--- src/rtl/rx_sample_delay.sv ---
// rx_sample_delay: runtime-programmable multi-channel IQ sample delay, counted in valid samples; ports: clk_i, reset_ni (async active-low), delay_i/delay_load_i (delay programming), s_axis_in_* (input stream), m_axis_out_* (delayed stream), fill_level_o, delay_active_o, filling_o; RX_SAMPLE_DELAY_STATS_EN adds drop_cnt_o
module rx_sample_delay #(
  parameter int IN_DW = 32,
  parameter int N_CH = 1,
  parameter int MAX_DELAY = 64,
  parameter int RESET_DELAY = 16,
  localparam int DELAY_W = $clog2(MAX_DELAY + 1)
) (
  input  logic                  clk_i,
  input  logic                  reset_ni,
  input  logic [DELAY_W-1:0]    delay_i,
  input  logic                  delay_load_i,
  input  logic [N_CH*IN_DW-1:0] s_axis_in_tdata,
  input  logic                  s_axis_in_tvalid,
  output logic [N_CH*IN_DW-1:0] m_axis_out_tdata,
  output logic                  m_axis_out_tvalid,
  output logic [DELAY_W-1:0]    fill_level_o,
  output logic [DELAY_W-1:0]    delay_active_o,
  output logic                  filling_o
`ifdef RX_SAMPLE_DELAY_STATS_EN
  ,
  output logic [15:0]           drop_cnt_o
`endif
);
  localparam int AW = MAX_DELAY > 1 ? $clog2(MAX_DELAY) : 1;
  localparam int PW = DELAY_W + 1;
  localparam int DW = N_CH * IN_DW;
  typedef enum logic {FILL, RUN} state_t;
  state_t state, state_n;
  logic [DW-1:0] mem [MAX_DELAY];
  logic [AW-1:0] wr_ptr, rd_ptr;
  logic [DELAY_W-1:0] d_sat, d_n, fill_n;
  logic emit;
  assign d_sat = delay_i > DELAY_W'(MAX_DELAY) ? DELAY_W'(MAX_DELAY) : delay_i;
  assign d_n = delay_load_i ? d_sat : delay_active_o;
  // a load restarts the count; a same-cycle sample opens the new fill unless the new delay is zero
  assign fill_n = delay_load_i ? DELAY_W'(s_axis_in_tvalid && d_sat != '0) :
                  (state == FILL && s_axis_in_tvalid) ? fill_level_o + 1'b1 : fill_level_o;
  assign emit = s_axis_in_tvalid && (delay_load_i ? d_sat == '0 : state == RUN);
  // wr_ptr - D modulo a depth that need not be a power of two
  assign rd_ptr = AW'(PW'(wr_ptr) + (PW'(wr_ptr) >= PW'(delay_active_o) ? PW'(0) : PW'(MAX_DELAY))
                  - PW'(delay_active_o));
  always_ff @(posedge clk_i or negedge reset_ni)
    if (!reset_ni) state <= RESET_DELAY == 0 ? RUN : FILL;
    else state <= state_n;
  always_comb state_n = fill_n == d_n ? RUN : FILL;
  always_comb filling_o = state == FILL;
  // buffer slots are never read before being refilled, so they need no reset
  always_ff @(posedge clk_i)
    if (s_axis_in_tvalid) mem[wr_ptr] <= s_axis_in_tdata;
  always_ff @(posedge clk_i or negedge reset_ni)
    if (!reset_ni) begin
      wr_ptr <= '0;
      fill_level_o <= '0;
      delay_active_o <= DELAY_W'(RESET_DELAY);
      m_axis_out_tvalid <= 1'b0;
      m_axis_out_tdata <= '0;
    end else begin
      if (s_axis_in_tvalid) wr_ptr <= wr_ptr == AW'(MAX_DELAY - 1) ? '0 : wr_ptr + 1'b1;
      fill_level_o <= fill_n;
      delay_active_o <= d_n;
      m_axis_out_tvalid <= emit;
      if (emit) m_axis_out_tdata <= (delay_load_i || delay_active_o == '0) ? s_axis_in_tdata : mem[rd_ptr];
    end
`ifdef RX_SAMPLE_DELAY_STATS_EN
  logic [16:0] drop_sum;
  assign drop_sum = {1'b0, drop_cnt_o} + 17'(fill_level_o);
  always_ff @(posedge clk_i or negedge reset_ni)
    if (!reset_ni) drop_cnt_o <= '0;
    else if (delay_load_i) drop_cnt_o <= drop_sum[16] ? 16'hFFFF : drop_sum[15:0];
`endif
endmodule
--- config.mk ---
export PLATFORM = sky130hd
export DESIGN_NAME = rx_sample_delay
export DESIGN_NICKNAME = d
export VERILOG_FILES = /design/src/rtl/rx_sample_delay.sv
export SDC_FILE = /design/constraint.sdc
export NUM_CORES = 2
export LEC_CHECK = 0
export BUFFER_PORTS_ARGS = -buffer_cell sky130_fd_sc_hd__buf_4
export CORE_MARGIN = 2
export CORE_UTILIZATION = 55
export DETAILED_ROUTE_END_ITERATION = 10
export HOLD_SLACK_MARGIN = 0.15
export PLACE_DENSITY = 0.74
export SYNTH_ARGS = -nofsm -noshare
export SYNTH_HDL_FRONTEND = slang
export SYNTH_SLANG_ARGS = --single-unit
--- constraint.sdc ---
create_clock -name clk_i -period 3.7 [get_ports clk_i]
set_clock_uncertainty 0.1 [all_clocks]
set_input_delay 0 -clock clk_i [delete_from_list [all_inputs] [get_ports clk_i]]
set_output_delay 0 -clock clk_i [all_outputs]
set_load 0.02 [all_outputs]
==> results.md <==
| Result | Value | Unit |
|:---|:---|:---|
| Transition time at the pin with the least slew margin | 883 | ps |
| Final GP Congestion | 0.821 | - |
| Most common library cell in the layout ignoring fill and taps | edfxtp_1 | - |
| Clock Tree Root | clkbuf_16 | - |
| Number of nets still failing antenna checks after routing | 0 | - |
| Peak Freq | 279 | MHz |
| Die area | 151000 | um2 |
| Fillers | 9466 | - |
| Post-detailed-route via-to-cell ratio | 6.60 | - |
| Worst EP arrival | 4210 | ps |
| Clock buffer count from CTS | 195 | - |
| Outcome | completed | - |
| Grt total ovfl | 0 | - |
| Number of optimization iterations in the first detailed-route pass | 6 | - |
| Width of the die | 389 | um |
| Pins over their slew limit | 0 | - |
| Multi-input gate area in the final layout | 18100 | um2 |
| Share of synthesized flip-flops with an asynchronous set or reset | 0.0257 | - |
| Boundary pin count | 91 | - |
| Detailed Route WL | 201000 | um |
| Post-Route Utilization | 0.632 | - |
| Most frequently used flop master after synthesis | edfxtp_1 | - |
| Clock network latency to the later pin of the worst-skew pair | 840 | ps |
| Crit share post-route | 0.968 | - |
| Relative area change from synthesis to final layout | 14.2 | % |
| Commonest non-fill, non-tap cells in the layout | 2048 x edfxtp_1, 512 x mux4_2, 307 x nand2_1 | - |
| Post-synth EDFFs | 2048 | - |
| Setup repair after global routing missed its margin | no | - |
| Drc violations | 0 | - |
| Area taken by flip-flops and latches | 62900 | um2 |
| Highest fanout seen on the critical path | 19 | - |
| Layout cell share with drive strength beyond 1 | 0.280 | - |
| Leakage power of the design | 29.8 | nW |
| Via Count | 41.1k | - |
| Maximum capacitance violations | 0 | - |
| H-tree depth | 4 | - |
| Clock-pin transition on the worst setup and hold timing paths | 60 | ps |
| Critical path startpoint category | register | - |
| Detailed-placement wirelength estimate | 110000 | um |
| Setup violators final | 0 | - |
| Category of the critical setup timing path | register to register | - |
| Ratio of total power to cell area | 729 | nW/um2 |
| Pin count of the biggest net entering global routing | 66 | - |
| Count of input and output buffers | 90 | - |
| Die Y | 389 | um |
| Endpoint class of the critical path | register | - |
| Slowest cell delay on critical path | 920 | ps |
| Crit path cell chain | inv_1 > ha_4 > inv_1 > fa_4 > buf_12 > buf_4 > mux4_2 > nand2_1 > a32oi_1 > nand4_1 > a31oi_1 | - |
| Sink count of the clock tree | 2102 | - |
| Core box area | 147000 | um2 |
| Required time of the critical path | 4330 | ps |
| Warnings, synthesis | 0 | - |
| Site row count | 141 | - |
| Clock Path Buffers | 3 | - |
| Detail Route met3 WL | 20000 | um |
| Wire length of the first global-routing pass | 292000 | um |
| Drt first-iter violations | 5232 | - |
| Synthesized Nets | 3835 | - |
| Detailed-route wire length on metal 1 | 74200 | um |
| Worst slew margin relative to its limit | 0.410 | - |
| Uppermost metal layer occupied by signal nets | met5 | - |
| Initial core utilization | 0.553 | - |
| Sum Neg Setup Slack | 0 | ps |
| Max VDD drop | 0.648 | mV |
| FF-to-FF setup slack | 120 | ps |
| Flip-flop and latch count after synthesis | 2102 | - |
| Crit path time final | 3580 | ps |
| Class of the worst hold path | input port to register | - |
| Critical Path Slowest Stage Cell | fa_4 | - |
| Number of nets in the layout | 4185 | - |
| Total routing resource utilization after global routing | 0.269 | - |
| Number of global-route vias before repair | 41.5k | - |
| CTS tree | built | - |
| Average cell area after synthesis | 21.6 | um2 |
| Post-synthesis cell type count | 62 | - |
| Gate count after technology mapping | 3784 | - |
| Netlist Area Pre-Place | 81600 | um2 |
| Sequential area share after synthesis | 0.771 | - |
| Hold Fails Final Rpt | 0 | - |
| Post-detailed-route wirelength per cell | 32.4 | um |
| Initial antenna violation count | 7 | - |
| Critical path's most frequent cell | inv_1 | - |
| Met2 layer wire length in the routed design | 101000 | um |
-- metrics by stage --
| step | hold slack [ps] | power [mW] | area (um2) | cells | setup WS [ps] |
|---|---|---|---|---|---|
| 6_report | 175 | 67.9 | 93100 | 6224 | 120 |
| 5_1_grt | 204 | 70.0 | 93100 | 6223 | 0.934 |
| 4_1_cts | 152 | 68.0 | 93100 | 6221 | 90.6 |
| 3_5_place_dp | 92.2 | 49.1 | 86500 | 5802 | 127 |
| 3_3_place_gp | 93.4 | 48.8 | 86500 | 5802 | 102 |
| 2_1_floorplan | -396 | 41.1 | 81600 | 3784 | 624 |
-- power breakdown --
| part | leakage [nW] | switching (mW) | internal, mW |
|---|---|---|---|
| Sequential | 19.1 | 0.472 | 27.0 |
| Clock | 2.94 | 8.45 | 10.5 |
| Combinational | 7.75 | 12.7 | 8.69 |
-- area by class of cell --
cell class / instances / area share
timing repair buffer: 364 / 0.0399
clock buffer: 271 / 0.0584
inverter: 9 / 0.000363
antenna: 3 / 0.0000806
sequential: 2102 / 0.675
tap: 1930 / 0.0259
multi-input combinational: 1462 / 0.195
clock inverter: 83 / 0.00595
-- cells by family after synthesis --
logic type,count (synthesis),synth area share
flip-flops,2102,0.771
multiplexers,680,0.162
AND/OR/NAND/NOR,547,0.0298
buffers and inverters,220,0.0146
AO/OA/AOI/OAI,211,0.0195
XOR/XNOR,16,0.00190
adder cells (fa/ha/maj),8,0.00132
-- cell usage after synthesis, types with 32 or more instances --
library cell	count	area, um2
nand4_1	32	200
mux2i_1	156	1560
mux4_2	512	11500
a21oi_1	45	225
nor2_1	98	368
clkbuf_1	91	342
buf_2	76	380
a32oi_1	55	482
edfxtp_1	2048	61500
nand2_1	307	1150
nand3_1	48	240
dfrtp_1	53	1330
-- final timing paths --
path	depth (start not counted)	end	startpoint
setup / recovery	11	m_axis_out_tdata[7]	wr_ptr[0]
hold / removal	2	mem[5][21]	s_axis_in_tdata[21]
setup reg to reg	11	m_axis_out_tdata[7]	wr_ptr[0]
hold reg to reg	2	m_axis_out_tdata[10]	m_axis_out_tdata[10]
max in group asynchronous	4	fill_level_o[3]	reset_ni
min in group asynchronous	3	delay_active_o[4]	reset_ni
-- critical path, delay by kind of cell (launching register included) --
kind | cells | cell delay, ps
buf+inv | 4 | 720
compound gates | 2 | 500
simple gates | 2 | 440
fa+ha+maj | 2 | 1060
mux | 1 | 250
flops | 1 | 390
-- metal layers --
| metal | GRT usage | vias up |
|---|---|---|
| met5 | 0 | - |
| met4 | 0.0896 | 4 |
| met3 | 0.0471 | 372 |
| met2 | 0.442 | 2486 |
| met1 | 0.370 | 21800 |
| li1 | - | 16500 |
-- flip-flops by register name (all words and copies together), names as in the netlist --
name,cells
mem,2048
m_axis_out_tvalid,1
wr_ptr,6
state,1
fill_level_o,7
delay_active_o,7
m_axis_out_tdata,32
-- repair_timing --
action,in CTS,in global routing
setup buffers,0,0
endpoints found under the hold margin,2238,0
resized for setup,0,4
hold buffers,65,0
setup endpoints to repair,0,4
Note: power is estimated with default switching activity, not from simulation.
